--- config.mk ---
export PLATFORM = sky130hd
export DESIGN_NAME = rtc_bus_if
export DESIGN_NICKNAME = d
export VERILOG_FILES = /design/src/rtl/rtc_bus_pkg.sv /design/src/rtl/rtc_phase_timer.sv /design/src/rtl/rtc_bus_if.sv
export SDC_FILE = /design/constraint.sdc
export NUM_CORES = 1
export LEC_CHECK = 0
export ABC_CLOCK_PERIOD_IN_PS = 2700
export CAP_MARGIN = 25
export CORE_MARGIN = 2
export CORE_UTILIZATION = 36
export CTS_CLUSTER_DIAMETER = 80
export DETAILED_ROUTE_END_ITERATION = 8
export GPL_TIMING_DRIVEN = 1
export RECOVER_POWER = 50
export SYNTH_ARGS = -nofsm -noshare
export SYNTH_HDL_FRONTEND = slang
export SYNTH_SLANG_ARGS = --single-unit
--- constraint.sdc ---
create_clock -name clk -period 2.7 [get_ports clk]
set_clock_uncertainty 0.15 [all_clocks]
set_input_delay 0.405 -clock clk [delete_from_list [all_inputs] [get_ports clk]]
set_output_delay 0.405 -clock clk [all_outputs]
set_load 0.03 [all_outputs]
--- src/rtl/rtc_bus_pkg.sv ---
// Shared definitions for the RTC multiplexed bus master: state encoding,
// default phase timings, pin bundle type and RTC command codes.
package rtc_bus_pkg;

    localparam int T_SETUP_DEF = 2;
    localparam int T_PULSE_DEF = 4;
    localparam int T_HOLD_DEF  = 2;
    localparam int T_GAP_DEF   = 2;
    localparam int CNT_W_DEF   = 4;

    // Transfer commands written to the RTC control register
    localparam logic [7:0] CMD_XFER_TO_RTC   = 8'hF0;
    localparam logic [7:0] CMD_XFER_FROM_RTC = 8'hF1;

    typedef enum logic [3:0] {
        ST_IDLE     = 4'd0,
        ST_A_SETUP  = 4'd1,
        ST_A_STROBE = 4'd2,
        ST_A_HOLD   = 4'd3,
        ST_GAP      = 4'd4,
        ST_D_SETUP  = 4'd5,
        ST_D_STROBE = 4'd6,
        ST_D_HOLD   = 4'd7,
        ST_DONE     = 4'd8
    } rtc_state_e;

    typedef enum logic {
        OP_WR = 1'b0,
        OP_RD = 1'b1
    } rtc_op_e;

    typedef struct packed {
        logic cs_n;
        logic ad_n;
        logic wr_n;
        logic rd_n;
        logic ad_oe;
    } rtc_pins_t;

    localparam rtc_pins_t PINS_IDLE = '{cs_n: 1'b1, ad_n: 1'b1, wr_n: 1'b1, rd_n: 1'b1, ad_oe: 1'b0};

endpackage

--- src/rtl/rtc_phase_timer.sv ---
// Loadable down counter timing each bus phase; last flags the final cycle.
module rtc_phase_timer #(
    parameter int CNT_W = 4
) (
    input  logic             clk,
    input  logic             reset,
    input  logic             load,
    input  logic [CNT_W-1:0] len,
    output logic             last
);

    logic [CNT_W-1:0] cnt;

    // Parks at 1 so last stays high until the FSM reloads on its next state change
    always_ff @(posedge clk or posedge reset) begin
        if (reset) begin
            cnt <= '0;
        end else if (load) begin
            cnt <= len;
        end else if (cnt > CNT_W'(1)) begin
            cnt <= cnt - CNT_W'(1);
        end
    end

    assign last = (cnt == CNT_W'(1));

endmodule

--- src/rtl/rtc_bus_if.sv ---
// Two-phase (address, gap, data) bus master for the external RTC chip.
// All pins are registered; output values are decoded from the next state.
//
// state     | meaning
// ----------+----------------------------------------------------------
// IDLE      | waiting for req_wr/req_rd; pins inactive
// A_SETUP   | address on bus, cs_n/ad_n low, strobe still high
// A_STROBE  | wr_n low latching the address into the RTC
// A_HOLD    | address held after strobe rises
// GAP       | cs_n high between phases, bus still driven
// D_SETUP   | cs_n low, ad_n high; write drives data, read floats the bus
// D_STROBE  | wr_n or rd_n low; read data captured on the final cycle
// D_HOLD    | data phase hold after strobe rises
// DONE      | one-cycle done pulse, then back to IDLE
module rtc_bus_if
    import rtc_bus_pkg::*;
#(
    parameter int T_SETUP = T_SETUP_DEF,
    parameter int T_PULSE = T_PULSE_DEF,
    parameter int T_HOLD  = T_HOLD_DEF,
    parameter int T_GAP   = T_GAP_DEF,
    parameter int CNT_W   = CNT_W_DEF
) (
    input  logic       clk,
    input  logic       reset,
    input  logic       req_wr,
    input  logic       req_rd,
    input  logic [7:0] addr,
    input  logic [7:0] wdata,
    output logic       busy,
    output logic       done,
    output logic [7:0] rdata,
    output logic       cs_n,
    output logic       ad_n,
    output logic       wr_n,
    output logic       rd_n,
    output logic [7:0] ad_out,
    output logic       ad_oe,
    input  logic [7:0] ad_in
);

    localparam logic [CNT_W-1:0] LEN_SETUP = CNT_W'(T_SETUP);
    localparam logic [CNT_W-1:0] LEN_PULSE = CNT_W'(T_PULSE);
    localparam logic [CNT_W-1:0] LEN_HOLD  = CNT_W'(T_HOLD);
    localparam logic [CNT_W-1:0] LEN_GAP   = CNT_W'(T_GAP);

    rtc_state_e       state, state_nx;
    rtc_op_e          op_q, op_nx;
    logic [7:0]       addr_q, addr_nx;
    logic [7:0]       wdata_q, wdata_nx;
    logic             accept;
    logic             tmr_load;
    logic [CNT_W-1:0] tmr_len;
    logic             tmr_last;

    rtc_pins_t        pins_q, pins_nx;
    logic [7:0]       ad_out_nx;
    logic             busy_nx;
    logic             done_nx;

    rtc_phase_timer #(.CNT_W(CNT_W)) u_timer (
        .clk   (clk),
        .reset (reset),
        .load  (tmr_load),
        .len   (tmr_len),
        .last  (tmr_last)
    );

    always_ff @(posedge clk or posedge reset) begin
        if (reset) begin
            state   <= ST_IDLE;
            op_q    <= OP_WR;
            addr_q  <= '0;
            wdata_q <= '0;
        end else begin
            state   <= state_nx;
            op_q    <= op_nx;
            addr_q  <= addr_nx;
            wdata_q <= wdata_nx;
        end
    end

    always_comb begin
        state_nx = state;
        accept   = 1'b0;
        case (state)
            ST_IDLE: begin
                if (req_wr || req_rd) begin
                    accept   = 1'b1;
                    state_nx = ST_A_SETUP;
                end
            end
            ST_A_SETUP:  if (tmr_last) state_nx = ST_A_STROBE;
            ST_A_STROBE: if (tmr_last) state_nx = ST_A_HOLD;
            ST_A_HOLD:   if (tmr_last) state_nx = ST_GAP;
            ST_GAP:      if (tmr_last) state_nx = ST_D_SETUP;
            ST_D_SETUP:  if (tmr_last) state_nx = ST_D_STROBE;
            ST_D_STROBE: if (tmr_last) state_nx = ST_D_HOLD;
            ST_D_HOLD:   if (tmr_last) state_nx = ST_DONE;
            ST_DONE:     state_nx = ST_IDLE;
            default:     state_nx = ST_IDLE;
        endcase

        tmr_load = (state_nx != state);
        case (state_nx)
            ST_A_SETUP, ST_D_SETUP:   tmr_len = LEN_SETUP;
            ST_A_STROBE, ST_D_STROBE: tmr_len = LEN_PULSE;
            ST_A_HOLD, ST_D_HOLD:     tmr_len = LEN_HOLD;
            ST_GAP:                   tmr_len = LEN_GAP;
            default:                  tmr_len = '0;
        endcase

        // Write wins when both requests arrive together
        op_nx    = accept ? (req_wr ? OP_WR : OP_RD) : op_q;
        addr_nx  = accept ? addr  : addr_q;
        wdata_nx = accept ? wdata : wdata_q;
    end

    always_comb begin
        pins_nx   = PINS_IDLE;
        ad_out_nx = '0;
        busy_nx   = 1'b0;
        done_nx   = 1'b0;
        case (state_nx)
            ST_A_SETUP, ST_A_STROBE, ST_A_HOLD: begin
                pins_nx.cs_n  = 1'b0;
                pins_nx.ad_n  = 1'b0;
                pins_nx.ad_oe = 1'b1;
                pins_nx.wr_n  = (state_nx != ST_A_STROBE);
                ad_out_nx     = addr_nx;
                busy_nx       = 1'b1;
            end
            ST_GAP: begin
                pins_nx.ad_oe = 1'b1;
                ad_out_nx     = addr_nx;
                busy_nx       = 1'b1;
            end
            ST_D_SETUP, ST_D_STROBE, ST_D_HOLD: begin
                pins_nx.cs_n = 1'b0;
                busy_nx      = 1'b1;
                if (op_nx == OP_WR) begin
                    pins_nx.ad_oe = 1'b1;
                    pins_nx.wr_n  = (state_nx != ST_D_STROBE);
                    ad_out_nx     = wdata_nx;
                end else begin
                    pins_nx.rd_n  = (state_nx != ST_D_STROBE);
                end
            end
            ST_DONE: begin
                done_nx = 1'b1;
            end
            default: begin
                pins_nx = PINS_IDLE;
            end
        endcase
    end

    always_ff @(posedge clk or posedge reset) begin
        if (reset) begin
            pins_q <= PINS_IDLE;
            ad_out <= '0;
            busy   <= 1'b0;
            done   <= 1'b0;
        end else begin
            pins_q <= pins_nx;
            ad_out <= ad_out_nx;
            busy   <= busy_nx;
            done   <= done_nx;
        end
    end

    // Sampled on the final strobe cycle, while rd_n is still low at the RTC
    always_ff @(posedge clk or posedge reset) begin
        if (reset) begin
            rdata <= '0;
        end else if (state == ST_D_STROBE && tmr_last && op_q == OP_RD) begin
            rdata <= ad_in;
        end
    end

    assign cs_n  = pins_q.cs_n;
    assign ad_n  = pins_q.ad_n;
    assign wr_n  = pins_q.wr_n;
    assign rd_n  = pins_q.rd_n;
    assign ad_oe = pins_q.ad_oe;

endmodule

==> results of run 1 <==
==> area by class of cell <==
| cell class | count | area, um2 |
|---|---|---|
| tap | 72 | 90.09 |
| multi-input combinational | 93 | 718.2 |
| clock inverter | 1 | 5.005 |
| clock buffer | 7 | 76.32 |
| inverter | 21 | 78.83 |
| timing repair buffer | 54 | 528.0 |
| sequential | 48 | 1206 |
| fill | 497 | 2804 |
==> path summary, 6_finish.rpt <==
path / end / startpoint / slack [ns] / depth (start not counted)
worst min-delay path: addr_q[4] / addr_q[4] / 0.34 / 2
worst max-delay path: rdata[3] / u_timer.cnt[1] / 0.35 / 6
worst max register to register: rdata[3] / u_timer.cnt[1] / 0.35 / 6
min in group asynchronous: rdata[3] / reset / 0.56 / 2
worst min register to register: addr_q[4] / addr_q[4] / 0.34 / 2
max in group asynchronous: ad_out[3] / reset / 0.70 / 3
==> kinds of logic (layout without fill, tap and decap cells) <==
kind of cell | count (synthesis) | after routing | share of synthesized area (%)
AO/OA/AOI/OAI | 24 | 24 | 7.537
flip-flops | 48 | 48 | 59.07
adder cells (fa/ha/maj) | 2 | 2 | 1.225
buffers and inverters | 28 | 83 | 5.760
AND/OR/NAND/NOR | 37 | 37 | 9.927
multiplexers | 26 | 26 | 14.77
XOR/XNOR | 4 | 4 | 1.716
==> per-stage QoR <==
stage,cells,setup slack [ns]
after global placement,288,0.3210
after detailed placement,288,0.3153
after CTS,296,0.3564
final,296,0.3544
after global routing,296,0.2364
after floorplan,169,0.4868
==> sequential cells by signal, summed over array words and instances, names as in the netlist <==
name,cells
u_timer.cnt,4
ad_out,8
rd_n,1
done,1
busy,1
state,4
wr_n,1
cs_n,1
rdata,8
ad_oe,1
op_q,1
addr_q,8
ad_n,1
wdata_q,8
==> tightest hold or removal path, stage by stage, from the launching register on <==
cell     delay, ns
dfrtp_1       0.33
mux2i_1       0.08
inv_1         0.05
==> layout by cell type, fill, tap and decap left out, types with 2 or more instances in the layout <==
master	synthesis	layout
xor2_1	3	3
clkdlybuf4s50_1	0	47
clkbuf_1	4	2
a21oi_1	7	7
nor4_1	2	2
nor2_1	9	9
o21ai_0	2	2
nand2_1	10	10
inv_1	21	21
nor3_1	5	5
ha_1	2	2
mux2_4	8	8
clkbuf_8	0	5
nand2_2	2	2
o22ai_1	9	9
dlygate4sd3_1	0	3
nand3_1	2	2
dfrtp_1	44	44
buf_4	1	3
dfstp_2	4	4
mux2i_1	17	17
==> power groups by stage <==
stage | combinational [mW] | clock [mW] | sequential, mW
detailed placement | 1.42 | 0 | 1.19
global placement | 1.40 | 0 | 1.19
floorplan | 0.754 | 0 | 1.39
CTS | 1.43 | 0.423 | 1.17
global route | 1.54 | 0.454 | 1.21
finish | 1.40 | 0.407 | 1.17
==> layer usage <==
metal / wire length (um) / share of wire (%)
met4: 47 / 1.2
met5: 0 / 0
met1: 1894 / 48
met2: 1788 / 45
met3: 202 / 5.1
==> summary.txt, run 1 <==
Timing
  – Normalized max-slew margin: around 44%
  – Max Clk Rate: between 0.4 and 0.5 GHz
  – Final period utilization: slightly below 90%
  – Hold slack: between 0.3 and 0.4 ns
  – RSZ-0062 raised after global routing: false
  – Final period demand of the worst path: roughly 2.3 ns
  – Least-Margin Pin Slew: roughly 0.83 ns
  – Max Slew Vio Count: 0
  – Fin Setup TNS: 0 ns
  – Final Hold Vio Count: 0
  – Setup violators final: 0

Floorplan
  – Core Area: between 5000 and 6000 um2
  – # rows: 27
  – Die height: 79.32 um
  – Chip Width: about 79 um
  – Die ar.: approximately 6300 um2
  – Initial Utilization: 37.08%
  – I/O pins: 51

Clock tree
  – Hold-fix buffers, CTS: 0
  – Post_cts resized: 0
  – Longest Clk Path Bufs: 2
  – Setup Fix Bufs, Post-CTS: 0
  – Total CTS buffers: 5
  – Clk Latency, worst-skew pair: around 0.29 ns
  – Clock sink total: 48
  – Root buffer cell: clkbuf_8
  – CTS H-Tree Depth: 2
  – Clock transition at path regs: about 0.090 ns
  – TritonCTS clock tree: yes

Global routing
  – GR peak layer: met2
  – First-pass GRT wire length: approximately 6400 um
  – Vias in the first global route: roughly 1400
  – Initial antenna violation count: 0
  – Largest net degree at the start of global routing: 28
  – M2 GR Usage: around 20%
  – Remaining global-route overflow: 0
  – Met3 Use GR: 3.182%
  – Global Route Usage Sum: ~13%
  – M1 GR Usage: between 10% and 20%

Logic synthesis
  – Unique cell type count in the Yosys netlist: 35
  – Sequential-to-total area share from yosys stat: approximately three fifths
  – Syn Nets: ~200
  – Cell with the most instances after synthesis: dfrtp_1
  – Synth area leaders: dfrtp_1, mux2i_1, mux2_4, dfstp_2, inv_1
  – Ys flop type: dfrtp_1
  – YS warnings: 0
  – Post-synth top area share: around 54%
  – Synth cell count leaders: dfrtp_1, inv_1, mux2i_1
  – Top cell type by total area after synthesis: dfrtp_1
  – Syn Inst Count: 169
  – Number of enable flip-flop cells after synthesis: 0
  – Mapped Area: between 2000 and 2500 um2
  – Syn_area_per_cell: ~12 um2
  – #FFs+latches synth: 48
  – Async set-or-reset flop fraction in the synthesized netlist: 100.0%

Setup path
  – Critical path required time: between 2 and 3 ns
  – Cell family with most CP delay: simple AND/OR/NAND/NOR gates
  – Path type of the worst setup path: reg2reg
  – Slowest stage delay, CP: about 0.63 ns
  – CP Max Fanout: 8
  – CP endpoint kind: flip-flop
  – Arrival @ worst endpoint: about 2.4 ns
  – Cell breakdown of the critical path: inv_1, ha_1, nor3b_4, nand2_2, or4b_4, mux2_4
  – Bufs and invs on worst path: 1
  – Crit path launch type: flip-flop
  – Critical-path top delay cell: or4b_4

Finish
  – Area Overhead vs Synth: 32.35%
  – N_diodes: 0
  – Final core utilization: 49.08%
  – Nets@finish: 253
  – Layout cells sized above 1: a little over an eighth
  – Final instance area: ~2700 um2

Placement
  – PortBufs: 50
  – DP Area: 2636 um2
  – Dpl hpwl: between 2000 and 3000 um
  – Routability cong.: a little under 0.8

Route
  – Routed WL per cell: 13.28 um
  – Vias: around 1400
  – DR vias/cell: 4.720
  – ANT nets after route: 0
  – DRC Markers: 0
  – Final wirelength: between 3000 and 4000 um
  – Pre-Repair DR Iteration Count: 6
  – Number of DRC markers in iteration 0: 64

Outcome
  – Outcome: completed

Job
  – Maxcap violations: 0

Power and ir drop
  – Switch Pwr: approximately 1.1 mW
  – Maximum vdd ir drop: ~0.39 mV
  – Power Dens Cells: between 1000 and 1500 nW/um2
  – Internal power: roughly 1.8 mW
  – Cell leakage power: around 1.3 nW
  – Sw frac: between 30% and 40%
  – Total power: about 3.0 mW
  – Gate power share: between 40% and 50%
  – Clock power frac: between 10 and 15%
  – Seq pwr share: roughly two fifths

Worst hold path
  – Class of the tightest hold or removal check: reg2reg
Power figures use the tool's default switching activity.
==> inputs of run 2 (changes only) <==
--- a/config.mk
+++ b/config.mk
@@ -7,7 +7,6 @@
 export LEC_CHECK = 0
 export ABC_CLOCK_PERIOD_IN_PS = 2700
 export CAP_MARGIN = 25
-export CORE_MARGIN = 2
 export CORE_UTILIZATION = 36
 export CTS_CLUSTER_DIAMETER = 80
 export DETAILED_ROUTE_END_ITERATION = 8
@@ -15,4 +14,5 @@
 export RECOVER_POWER = 50
 export SYNTH_ARGS = -nofsm -noshare
 export SYNTH_HDL_FRONTEND = slang
+export SYNTH_HIERARCHICAL = 1
 export SYNTH_SLANG_ARGS = --single-unit
==> summary.txt, run 2 <==
Timing
  – Least-Margin Pin Slew: approximately 1.2 ns
  – Max Clk Rate: between 0.3 and 0.4 GHz
  – Final period demand of the worst path: ~2.5 ns
  – Normalized max-slew margin: between 20% and 30%
  – Setup violators final: 0
  – Final Hold Vio Count: 0
  – Max Slew Vio Count: 0
  – Fin Setup TNS: 0 ns
  – Final period utilization: between 90% and 100%
  – RSZ-0062 raised after global routing: false

Logic synthesis
  – Syn_area_per_cell: ~12 um2
  – Sequential-to-total area share from yosys stat: slightly below 60%
  – #FFs+latches synth: 48
  – Async set-or-reset flop fraction in the synthesized netlist: 100.0%
  – Ys flop type: dfrtp_1
  – Post-synth top area share: a little over half
  – Number of enable flip-flop cells after synthesis: 0
  – Unique cell type count in the Yosys netlist: 38
  – Synth area leaders: dfrtp_1, mux2i_1, dfstp_2, mux2_2, inv_1
  – YS warnings: 6
  – Top cell type by total area after synthesis: dfrtp_1
  – Syn Inst Count: around 180
  – Synth cell count leaders: dfrtp_1, inv_1, mux2i_1
  – Cell with the most instances after synthesis: dfrtp_1
  – Mapped Area: ~2100 um2

Floorplan
  – Core Area: 5540 um2
  – Chip Width: approximately 78 um
  – Initial Utilization: 37.71%
  – I/O pins: a little over 50
  – Die ar.: 6113 um2
  – Die height: around 78 um
  – # rows: 27

Setup path
  – Crit path launch type: flip-flop
  – Worst r2r path cells: 5
  – Cell breakdown of the critical path: or2_1, nor4_1, buf_4, mux2i_1, o22ai_1
  – Worst setup startpoint: state[0]
  – Bufs and invs on worst path: 1
  – Critical-path top delay cell: nor4_1
  – Critical path required time: roughly 2.7 ns
  – Arrival @ worst endpoint: 2.51 ns
  – Path type of the worst setup path: reg2reg
  – Critical Path End: ad_out[2]
  – Slowest stage delay, CP: 0.57 ns
  – R2r startpoint: state[0]
  – Cell family with most CP delay: simple AND/OR/NAND/NOR gates
  – Critical path depth: 5
  – CP endpoint kind: flip-flop
  – Setup slack, reg-to-reg: between 0.15 and 0.2 ns
  – CP Max Fanout: 16
  – Reg2reg end: ad_out[2]

Clock tree
  – Clock sink total: 48
  – Setup Fix Bufs, Post-CTS: 0
  – Clock transition at path regs: about 0.10 ns
  – TritonCTS clock tree: yes
  – CTS H-Tree Depth: 2
  – Longest Clk Path Bufs: 2
  – Total CTS buffers: 5
  – Hold-fix buffers, CTS: 0
  – Post_cts resized: 0
  – Clk Latency, worst-skew pair: roughly 0.30 ns
  – Root buffer cell: clkbuf_8

Job
  – Maxcap violations: 0

Finish
  – Nets@finish: roughly 260
  – Register area: 1206 um2
  – Multi-input logic area: slightly above 700 um2
  – Commonest cells after routing, fill and taps aside: dfrtp_1, clkdlybuf4s50_1, inv_1
  – Area Overhead vs Synth: 31.74%
  – Fill count: between 500 and 600
  – Commonest non-fill, non-tap cell in the layout: dfrtp_1
  – N_diodes: 0
  – Layout cells sized above 1: roughly an eighth

Power and ir drop
  – Maximum vdd ir drop: around 0.52 mV
  – Total power: 3.383 mW
  – Power Dens Cells: between 1000 and 1500 nW/um2
  – Cell leakage power: 1.209 nW

Global routing
  – Remaining global-route overflow: 0
  – Vias in the first global route: 1452
  – Initial antenna violation count: 0
  – First-pass GRT wire length: 6969 um
  – Global Route Usage Sum: ~15%
  – Largest net degree at the start of global routing: 32

Route
  – DRC Markers: 0
  – Number of DRC markers in iteration 0: 86
  – Pre-Repair DR Iteration Count: 6
  – ANT nets after route: 0
  – DR vias/cell: 4.740
  – Final wirelength: ~4100 um
  – Vias: about 1400
  – Routed WL per cell: approximately 14 um

Placement
  – PortBufs: 50
  – Routability cong.: around 0.8
  – Dpl hpwl: between 2000 and 3000 um

Worst hold path
  – Class of the tightest hold or removal check: in2async

Outcome
  – Outcome: completed
## run 2: cell count changes in the layout (fill, tap and decap cells not counted), moves of 5 or more
| cell | delta |
|---|---|
| o31ai_1 | +5 |
| mux2_4 | -8 |
| and3_1 | +5 |
| dlygate4sd3_1 | +5 |
| mux2_2 | +8 |
| clkdlybuf4s50_1 | -5 |
## run 2: worst reg2reg max path: stages, from the launching register on
cell and delay [ns]:
dfrtp_1 0.53, or2_1 0.31, nor4_1 0.57, buf_4 0.41
mux2i_1 0.28, o22ai_1 0.11
## run 2: cells by family (layout without fill, tap and decap cells)
family                   Yosys count  in the layout  synth area share, %
flip-flops                        48             48                57.72
AND/OR/NAND/NOR                   41             41                10.78
buffers and inverters             33             86                7.605
multiplexers                      26             26                12.99
AO/OA/AOI/OAI                     25             25                8.683
adder cells (fa/ha/maj)            2              2                1.197
XOR/XNOR                           2              2               0.8385
other                              1              2               0.1795
## run 2: area by class of cell
| type | count | area share [%] |
|---|---|---|
| tap | 72 | 3.273 |
| multi-input combinational | 98 | 26.23 |
| inverter | 24 | 3.273 |
| sequential | 48 | 43.82 |
| clock inverter | 2 | 1.409 |
| timing repair buffer | 54 | 19.00 |
| clock buffer | 6 | 3.000 |
## run 2: per-stage QoR
step / instances / util [%] / hold WS [ns] / area [um2] / worst slack [ns]
final: 304 / 49.68 / 0.2954 / 2753 / 0.1974
after global routing: 304 / 49.68 / 0.3000 / 2753 / 0.05133
after CTS: 304 / 50.09 / 0.1849 / 2775 / 0.2664
after detailed placement: 296 / 47.90 / 0.3198 / 2654 / 0.2468
after global placement: 296 / 47.90 / 0.3125 / 2654 / 0.2857
after floorplan: 179 / - / 0.02108 / 2093 / 0.3865
## run 2: worst min-delay path by stage
stage,cells past startpoint,from,endpoint
6_report,2,reset,u_timer/cnt[0]
4_1_cts,2,reset,u_timer/cnt[0]
3_3_place_gp,2,addr_q[7],addr_q[7]
3_5_place_dp,2,wdata_q[0],wdata_q[0]
5_1_grt,2,reset,u_timer/cnt[0]
2_1_floorplan,1,reset,u_timer/cnt[0]
## run 2: routing by layer
metal | vias up | share of wire [%] | global-route usage (%)
met5 | - | 0 | 0
met4 | 0 | 1.3 | 4.444
met3 | 6 | 4.5 | 3.953
met2 | 38 | 47 | 22.98
met1 | 689 | 48 | 20.26
li1 | 708 | - | -
## run 2: report_power, final
group / internal [mW] / total (mW) / switching [mW]
sequential: 1.07 / 1.28 / 0.215
combinational: 0.673 / 1.55 / 0.875
clock: 0.303 / 0.550 / 0.247
total: 2.05 / 3.38 / 1.34
==> inputs of run 3 (changes only) <==
--- a/config.mk
+++ b/config.mk
@@ -12,6 +12,7 @@
 export DETAILED_ROUTE_END_ITERATION = 8
 export GPL_TIMING_DRIVEN = 1
 export RECOVER_POWER = 50
+export SETUP_SLACK_MARGIN = 0.4
 export SYNTH_ARGS = -nofsm -noshare
 export SYNTH_HDL_FRONTEND = slang
 export SYNTH_HIERARCHICAL = 1
==> summary.txt, run 3 (synthesized netlist as in run 2, its figures left out) <==
Route
  – Final wirelength: 4046 um
  – Vias: 1446
  – DR vias/cell: between 4 and 5
  – Pre-Repair DR Iteration Count: 4
  – Number of DRC markers in iteration 0: 64
  – ANT nets after route: 0
  – DRC Markers: 0
  – Routed WL per cell: approximately 13 um

Global routing
  – First-pass GRT wire length: approximately 6800 um
  – M2 GR Usage: between 20% and 30%
  – Global Route Usage Sum: 14.19%
  – Met3 Use GR: between 3 and 4%
  – Vias in the first global route: 1455
  – M1 GR Usage: a little under a fifth
  – Initial antenna violation count: 0
  – GR peak layer: met2
  – Largest net degree at the start of global routing: 37
  – Remaining global-route overflow: 0

Setup path
  – Reg2reg end: u_timer/cnt[0]
  – Setup slack, reg-to-reg: about 0.44 ns
  – Arrival @ worst endpoint: around 2.3 ns
  – CP endpoint kind: flip-flop
  – Crit path launch type: flip-flop
  – Critical path required time: 2.76 ns
  – R2r startpoint: u_timer/cnt[1]
  – Worst r2r path cells: 8
  – CP Max Fanout: 8
  – Path type of the worst setup path: reg2reg

Placement
  – PortBufs: 50
  – Dpl hpwl: between 2000 and 3000 um
  – Routability cong.: ~0.8

Floorplan
  – Chip Width: between 70 and 80 um
  – Core Area: between 5000 and 6000 um2
  – # rows: 27
  – Initial Utilization: approximately 38%
  – Die height: around 78 um
  – Die ar.: approximately 6100 um2
  – I/O pins: approximately 50

Finish
  – Nets@finish: roughly 260
  – Final core utilization: ~51%
  – Layout cells sized above 1: a little under a fifth
  – N_diodes: 0
  – Area Overhead vs Synth: 36.29%
  – Fill count: 524
  – Commonest cells after routing, fill and taps aside: dfrtp_1, clkdlybuf4s50_1, inv_1

Power and ir drop
  – Sw frac: approximately two fifths
  – Internal power: between 2 and 2.5 mW
  – Seq pwr share: a little under two fifths
  – Switch Pwr: ~1.4 mW
  – Power Dens Cells: 1235 nW/um2
  – Cell leakage power: roughly 1.2 nW
  – Maximum vdd ir drop: 0.5003 mV
  – Clock power frac: approximately 16%
  – Gate power share: between 40% and 50%

Clock tree
  – Root buffer cell: clkbuf_8
  – Longest Clk Path Bufs: 2
  – Total CTS buffers: 5
  – Clk Latency, worst-skew pair: 0.30 ns
  – CTS H-Tree Depth: 2
  – Hold-fix buffers, CTS: 0
  – TritonCTS clock tree: yes
  – Clock transition at path regs: 0.09 ns
  – Clock sink total: 48

Timing
  – Normalized max-slew margin: ~42%
  – Final Hold Vio Count: 0
  – Setup violators final: 0
  – Max Slew Vio Count: 0
  – Final period utilization: a little over four fifths
  – Fin Setup TNS: 0 ns
  – Max Clk Rate: roughly 0.44 GHz
  – Final period demand of the worst path: about 2.3 ns
  – RSZ-0062 raised after global routing: true
  – Least-Margin Pin Slew: between 0.8 and 0.9 ns

Job
  – Maxcap violations: 0

Worst hold path
  – Class of the tightest hold or removal check: in2async

Outcome
  – Outcome: completed
-- run 3: cell types whose count changed in the layout (fill, tap and decap cells not counted), sizes merged --
cell | previous run | this run
dlygate4sd3 | 8 | 7
buf | 2 | 4
clkbuf | 8 | 7
clkdlybuf4s50 | 42 | 43
-- run 3: worst max-delay path by stage --
stage,from,endpoint,slack [ns],cells after the start
CTS,u_timer/cnt[1],u_timer/cnt[2],0.40,7
detailed placement,req_wr,u_timer/cnt[0],0.26,6
finish,u_timer/cnt[1],u_timer/cnt[0],0.44,8
global placement,req_wr,u_timer/cnt[0],0.29,6
floorplan,u_timer/cnt[1],u_timer/cnt[1],0.60,9
global route,u_timer/cnt[1],u_timer/cnt[0],0.26,8
-- run 3: area by class of cell --
type                            instances  area [um2]  area share, %
Timing Repair Buffer                   55       548.0          19.24
Multi-Input combinational cell         98       790.8          27.77
Inverter                               24       90.09          3.163
Clock inverter                          2       38.79          1.362
Sequential cell                        48        1207          42.40
Clock buffer                            6       82.58          2.900
Tap cell                               72       90.09          3.163
-- run 3: routing by layer --
metal / share of wire (%) / up-vias
met5: 0 / -
met4: 1.1 / 0
met3: 4.2 / 7
met2: 47 / 29
met1: 48 / 705
li1: - / 705
-- run 3: power groups by stage --
stage	registers, mW	clock network [mW]	logic [mW]
after floorplan	1.50	0	0.892
after global placement	1.30	0	1.58
after detailed placement	1.30	0	1.59
after CTS	1.30	0.559	1.60
after global routing	1.34	0.587	1.82
final	1.30	0.545	1.67
-- run 3: timing repair --
item	in CTS	in global routing
gates resized for setup	1	12
buffers inserted	0	3
pin swaps	0	6
setup endpoints to repair	18	20
-- run 3: per-stage QoR --
stage	instance area [um2]	power, mW	worst slack [ns]	cells	hold WS (ns)
2_1_floorplan	2098	2.394	0.5950	179	0.02108
3_3_place_gp	2656	2.879	0.2910	294	0.3114
3_5_place_dp	2656	2.892	0.2588	294	0.3165
4_1_cts	2784	3.457	0.3973	302	0.1873
5_1_grt	2848	3.752	0.2606	305	0.3268
6_report	2848	3.517	0.4445	305	0.2979
-- run 3: worst max-delay path, cell delays in order (launching register included) --
cell and delay [ns]:
dfrtp_1 0.42, inv_1 0.09, ha_1 0.17, nor3b_4 0.35, nor2b_1 0.10, o31ai_2 0.32
o211ai_1 0.18, buf_4 0.19, o31ai_2 0.20
